$ cat config.mk
export PLATFORM = sky130hd
export DESIGN_NAME = issue_queue
export DESIGN_NICKNAME = d
export VERILOG_FILES = /design/src/rtl/issue_queue.sv
export SDC_FILE = /design/constraint.sdc
export NUM_CORES = 1
export LEC_CHECK = 0
export ABC_CLOCK_PERIOD_IN_PS = 16100
export CORE_MARGIN = 2
export CORE_UTILIZATION = 50
export CTS_CLUSTER_SIZE = 20
export DETAILED_ROUTE_END_ITERATION = 16
export HOLD_SLACK_MARGIN = 0.12
export PLACE_DENSITY = 0.73
export RECOVER_POWER = 50
export SYNTH_ARGS = -nofsm -noshare
export SYNTH_HDL_FRONTEND = slang
export SYNTH_SLANG_ARGS = --single-unit
$ cat constraint.sdc
create_clock -name clk -period 16.1 [get_ports clk]
set_input_delay 3.22 -clock clk [delete_from_list [all_inputs] [get_ports clk]]
set_output_delay 3.22 -clock clk [all_outputs]
set_load 0.05 [all_outputs]
$ cat src/rtl/issue_queue.sv
// In-order DEPTH-entry instruction queue between fetch and issue; head pops only when its target units have room.
// Optional ISSUE_QUEUE_PERF_EN adds saturating perf_issued / perf_stall / perf_flushed counters.
module issue_queue #(
  parameter int DEPTH = 8,
  parameter int PTR_W = 3
) (
  input  logic             clk,
  input  logic             rst,
  input  logic             rdy,
  input  logic             flush,
  input  logic             if_valid,
  input  logic [31:0]      if_ins,
  input  logic [31:0]      if_pc,
  input  logic             if_pred_taken,
  input  logic [31:0]      if_pred_pc,
  output logic             if_ready,
  input  logic             rob_full,
  input  logic             rs_full,
  input  logic             lsb_full,
  output logic             iss_valid,
  output logic [1:0]       iss_class,
  output logic [31:0]      iss_ins,
  output logic [31:0]      iss_pc,
  output logic             iss_pred_taken,
  output logic [31:0]      iss_pred_pc,
  output logic [PTR_W:0]   q_count
`ifdef ISSUE_QUEUE_PERF_EN
  ,
  output logic [31:0]      perf_issued,
  output logic [31:0]      perf_stall,
  output logic [31:0]      perf_flushed
`endif
);

  localparam logic [PTR_W:0] FULL_CNT = (PTR_W+1)'(DEPTH);

  logic [31:0] ins_mem [DEPTH];
  logic [31:0] pc_mem  [DEPTH];
  logic [31:0] ppc_mem [DEPTH];
  logic        pt_mem  [DEPTH];
  logic [1:0]  cls_mem [DEPTH];

  logic [PTR_W-1:0] head_q, head_d, tail_q, tail_d;
  logic [PTR_W:0]   count_q, count_d;
  logic             iss_valid_q, iss_valid_d;
  logic [1:0]       iss_class_q, iss_class_d;
  logic [31:0]      iss_ins_q, iss_ins_d, iss_pc_q, iss_pc_d, iss_ppc_q, iss_ppc_d;
  logic             iss_pt_q, iss_pt_d;

  logic       push, pop, head_ok;
  logic [1:0] hcls;

  function automatic logic [1:0] classify(input logic [6:0] op);
    case (op)
      7'b0110111, 7'b0010111, 7'b1101111:             classify = 2'd0;
      7'b1100111, 7'b1100011, 7'b0010011, 7'b0110011: classify = 2'd1;
      7'b0000011, 7'b0100011:                         classify = 2'd2;
      default:                                        classify = 2'd3;
    endcase
  endfunction

  assign if_ready = (count_q != FULL_CNT);
  assign push     = if_valid && if_ready;

  always_comb begin
    hcls = cls_mem[head_q];
    case (hcls)
      2'd0:    head_ok = !rob_full;
      2'd1:    head_ok = !rob_full && !rs_full;
      2'd2:    head_ok = !rob_full && !rs_full && !lsb_full;
      default: head_ok = 1'b1;
    endcase
    pop = (count_q != '0) && head_ok;
  end

  always_comb begin
    head_d      = head_q;
    tail_d      = tail_q;
    count_d     = count_q;
    iss_valid_d = iss_valid_q;
    iss_class_d = iss_class_q;
    iss_ins_d   = iss_ins_q;
    iss_pc_d    = iss_pc_q;
    iss_ppc_d   = iss_ppc_q;
    iss_pt_d    = iss_pt_q;
    if (rdy) begin
      iss_valid_d = 1'b0;
      if (flush) begin
        head_d  = '0;
        tail_d  = '0;
        count_d = '0;
      end else begin
        if (push) tail_d = tail_q + PTR_W'(1);
        if (pop) begin
          head_d = head_q + PTR_W'(1);
          // Unknown opcodes leave the queue silently.
          if (hcls != 2'd3) begin
            iss_valid_d = 1'b1;
            iss_class_d = hcls;
            iss_ins_d   = ins_mem[head_q];
            iss_pc_d    = pc_mem[head_q];
            iss_ppc_d   = ppc_mem[head_q];
            iss_pt_d    = pt_mem[head_q];
          end
        end
        case ({push, pop})
          2'b10:   count_d = count_q + (PTR_W+1)'(1);
          2'b01:   count_d = count_q - (PTR_W+1)'(1);
          default: count_d = count_q;
        endcase
      end
    end
  end

  always_ff @(posedge clk) begin
    if (rst) begin
      head_q      <= '0;
      tail_q      <= '0;
      count_q     <= '0;
      iss_valid_q <= 1'b0;
      iss_class_q <= '0;
      iss_ins_q   <= '0;
      iss_pc_q    <= '0;
      iss_ppc_q   <= '0;
      iss_pt_q    <= 1'b0;
    end else begin
      head_q      <= head_d;
      tail_q      <= tail_d;
      count_q     <= count_d;
      iss_valid_q <= iss_valid_d;
      iss_class_q <= iss_class_d;
      iss_ins_q   <= iss_ins_d;
      iss_pc_q    <= iss_pc_d;
      iss_ppc_q   <= iss_ppc_d;
      iss_pt_q    <= iss_pt_d;
    end
  end

  always_ff @(posedge clk) begin
    if (!rst && rdy && !flush && push) begin
      ins_mem[tail_q] <= if_ins;
      pc_mem[tail_q]  <= if_pc;
      ppc_mem[tail_q] <= if_pred_pc;
      pt_mem[tail_q]  <= if_pred_taken;
      cls_mem[tail_q] <= classify(if_ins[6:0]);
    end
  end

  assign iss_valid      = iss_valid_q;
  assign iss_class      = iss_class_q;
  assign iss_ins        = iss_ins_q;
  assign iss_pc         = iss_pc_q;
  assign iss_pred_taken = iss_pt_q;
  assign iss_pred_pc    = iss_ppc_q;
  assign q_count        = count_q;

`ifdef ISSUE_QUEUE_PERF_EN
  logic [31:0] perf_iss_q, perf_stall_q, perf_fl_q;
  logic [32:0] fl_sum;

  assign fl_sum = {1'b0, perf_fl_q} + 33'(count_q);

  always_ff @(posedge clk) begin
    if (rst) begin
      perf_iss_q   <= '0;
      perf_stall_q <= '0;
      perf_fl_q    <= '0;
    end else if (rdy) begin
      if (!flush && pop && hcls != 2'd3 && perf_iss_q != '1)
        perf_iss_q <= perf_iss_q + 32'd1;
      if (count_q != '0 && !head_ok && perf_stall_q != '1)
        perf_stall_q <= perf_stall_q + 32'd1;
      if (flush)
        perf_fl_q <= fl_sum[32] ? '1 : fl_sum[31:0];
    end
  end

  assign perf_issued  = perf_iss_q;
  assign perf_stall   = perf_stall_q;
  assign perf_flushed = perf_fl_q;
`endif

endmodule
==> impl_results.md <==
- Status: complete, but fails checks
- Failing checks: max-capacitance violations, max-slew violations
- Antenna-violating nets left: 0
- Final setup vio count: 0
- Skew final: 19.7 ps
- Seq/Total Area, Yosys: 77.3%
- Reg2reg end: iss_pred_pc[31]$_SDFFE_PP0P_
- Master of the slowest instance on the critical path: clkbuf_1
- Tot GR Track Use: between 10% and 20%
- Cell count after synthesis: 1590
- H-Tree Depth: 3
- DP Area: approximately 37000 um^2
- First-pass GRT wire length: 104 mm
- Comb pwr share: 2.6%
- Top post-synthesis cells by area: edfxtp_1 (71%), mux4_2 (13%), dfxtp_1 (6.7%)
- Final wirelength: about 69 mm
- Post-layout total power: about 4.8 mW
- Max-cap violation count: 2
- Top cell type's share of synthesized area: 70.6%
- Die width: 264 um
- Final Max Slew Viols: 130
- # rows: 95
- Remaining DRCs: 0
- Synthesis-to-layout area growth: 18.2%
- Share of cells above drive strength 1: 20.2%
- Xor/xnor share of the synthesized area: 0.0520%
- Post-CTS Setup Bufs: 0
- Max-slew headroom: -98.9%
- Yosys reg bits: 905
- I/O Buffers: 209
- P_sw: 0.935 mW
- R2R cell count: 9
- Highest Clock Rate: roughly 0.13 GHz
- Critical Path, Cell by Cell: dlygate4sd3_1, a211o_1, a31o_1, nor3b_1, clkbuf_1, buf_4, nor2_1, a211oi_2
- Commonest non-fill, non-tap cells in the layout: edfxtp_1 (792), mux4_2 (198), dlygate4sd3_1 (131)
- Switching share of total power: 19.4%
- Clock slew at reported path FFs: 60 ps
- CP Class: in -> reg
- Mux contribution to synthesized area: 16.2%
- Root buffer cell: clkbuf_16
- IO Count: 210
- Clk_lat worst skew: 630 ps
- Clk pwr share: 44.4%
- Tightest Pin Transition: 2980 ps
- Synth Area in Compound Gates: under 10%
- Syn. warnings: 0
- Worst Setup EP: iss_pred_pc[31]$_SDFFE_PP0P_
- TritonRoute pass-1 iters: 7
- Hold/Removal Path Class: reg -> reg
- Global route overflow: 0
- CTS tree: built
- Peak supply drop: 69.2 uV
- Final Cycle Share: a little under half
- Slowest stage delay, CP: 2000 ps
- Reg2Reg Setup Slack: 10240 ps
- Post-CTS resize count: 0
- Part of the power in registers: 53.1%
- Initial antenna violation count: 22
- Die area: 69500 um^2
- Async S/R FF share, synth: 0%
- TNS Setup: 0 ps
- Syn Nets: 1700
- Inserted Clock Buffers: between 80 and 90
- Fin crit period: 7510 ps
- Req. time, crit path: 16630 ps
- Routed WL per cell: 24.7 um
- Arrival time at the worst endpoint: ~8100 ps
- CP Capture Type: flop
- Via density: about 5.8
- RSZ-0062 raised after global routing: false
- Commonest non-fill, non-tap cell in the layout: edfxtp_1
- Core ar.: roughly 67000 um^2
- Final-report hold violation count: 0
- CP Max Fanout: 68
- Design area: 39800 um^2
- Pwr per Cell Area: 121 nW/um^2
- Avg Cell Area, Syn: ~21 um^2
- Number of enable flip-flop cells after synthesis: 792
- NumNets Final: 1934
- Final GP Congestion: 0.730
- Synth Area in Adders: 0.208%
- Cell taking the most area after synthesis: edfxtp_1
- Cell internal pwr: 3.90 mW
- Vias in the first global route: between 15000 and 20000
- Worst Setup SP: rob_full
- Die height: ~260 um
- Clk sinks: just over 900
- 1st-iter DRT viols: 1067
- Initial Utilization: 50.3%
- Largest net degree at the start of global routing: between 100 and 150
- CTS Buffer Depth: 3
- Fill cells: between 4000 and 5000
- CP startpoint kind: primary input
- Synth Area in Simple Gates: 1.99%
- Ys flop type: edfxtp_1
- Hpwl dp: approximately 37 mm
- Hold Buf Count CTS: 0
- Yosys cell types: 43
- Cell Area, Synth: 33700 um^2
- Leakage power: 12.1 nW
- Routed vias: 16000
- Main combinational cell family by area after synthesis: multiplexers
## cell type report
| cell class | instances | area, um^2 | area share (%) |
|---|---|---|---|
| diodes | 12 | 30.0 | 0.0754 |
| clock buffers | 120 | 2520 | 6.33 |
| clock inverters | 46 | 557 | 1.40 |
| inverters | 5 | 18.8 | 0.0471 |
| multi-input cells | 589 | 7240 | 18.2 |
| flip-flops and latches | 905 | 26100 | 65.5 |
| well taps | 873 | 1090 | 2.74 |
| repair buffers | 234 | 2290 | 5.76 |
## flip-flops by register name (all words and copies together), names as in the netlist, 2 cells and up, named ones only
signal,flops
pc_mem,256
iss_pred_pc,32
q_count,4
iss_pc,32
cls_mem,16
pt_mem,8
head_q,3
ppc_mem,256
ins_mem,256
iss_ins,32
tail_q,3
iss_class,2
## power by group through the flow
stage,Combinational [mW],Clock [mW],Sequential [mW]
floorplan,0.0416,0,2.63
global placement,0.126,0,2.61
detailed placement,0.130,0,2.61
CTS,0.131,2.18,2.56
global route,0.134,2.27,2.56
finish,0.124,2.14,2.56
## how the worst min path moves through the flow
stage               slack [ps]                      start  depth (start not counted)                         to
finish                     460  iss_class[0]$_SDFFE_PP0P_                          2  iss_class[0]$_SDFFE_PP0P_
global route               500  iss_class[0]$_SDFFE_PP0P_                          2  iss_class[0]$_SDFFE_PP0P_
CTS                        480  iss_class[0]$_SDFFE_PP0P_                          2  iss_class[0]$_SDFFE_PP0P_
detailed placement         470  iss_class[0]$_SDFFE_PP0P_                          2  iss_class[0]$_SDFFE_PP0P_
global placement           460  iss_class[0]$_SDFFE_PP0P_                          2  iss_class[0]$_SDFFE_PP0P_
floorplan                  510     tail_q[2]$_SDFFE_PP0P_                          2     tail_q[2]$_SDFFE_PP0P_
## through the flow
stage | instances | utilization, % | setup WS, ps | hold slack [ps]
5_1_grt | 2778 | 59.5 | 8230 | 503
3_3_place_gp | 2606 | 54.9 | 9170 | 463
2_1_floorplan | 1590 | - | 4710 | 509
4_1_cts | 2772 | 59.5 | 9830 | 477
6_report | 2784 | 59.5 | 8590 | 465
3_5_place_dp | 2606 | 54.9 | 9170 | 467
## Yosys cell counts, types with 4 or more instances
master and n:
nor2_1 115, mux2i_1 99, a21oi_1 12, buf_6 5, mux4_2 198, nand2_1 12
buf_2 15, dfxtp_1 113, nor3_1 4, clkbuf_1 54, nand3_1 5, ha_1 4
a211oi_1 85, buf_1 14, inv_1 5, edfxtp_1 792, a211oi_2 12, o21ai_0 6
## cells by family after synthesis
| family | after synthesis |
|---|---|
| fa+ha+maj | 5 |
| flops | 905 |
| buf+inv | 96 |
| simple gates | 156 |
| mux | 298 |
| xor+xnor | 2 |
| compound gates | 128 |
## layer usage
metal	GRT usage [%]	routed length, um	vias to the layer above
met4	6.15	1460	12
li1	-	-	7063
met5	0	69	-
met1	25.9	28100	8411
met3	4.41	4010	107
met2	33.9	35200	420
## critical path, delay by kind of cell
kind,cells,cell delay [ps]
AOI/OAI and AO/OA,3,810
buffers and inverters,3,3430
and+or+nand+nor,2,490
(Power assumes the default switching activity.)
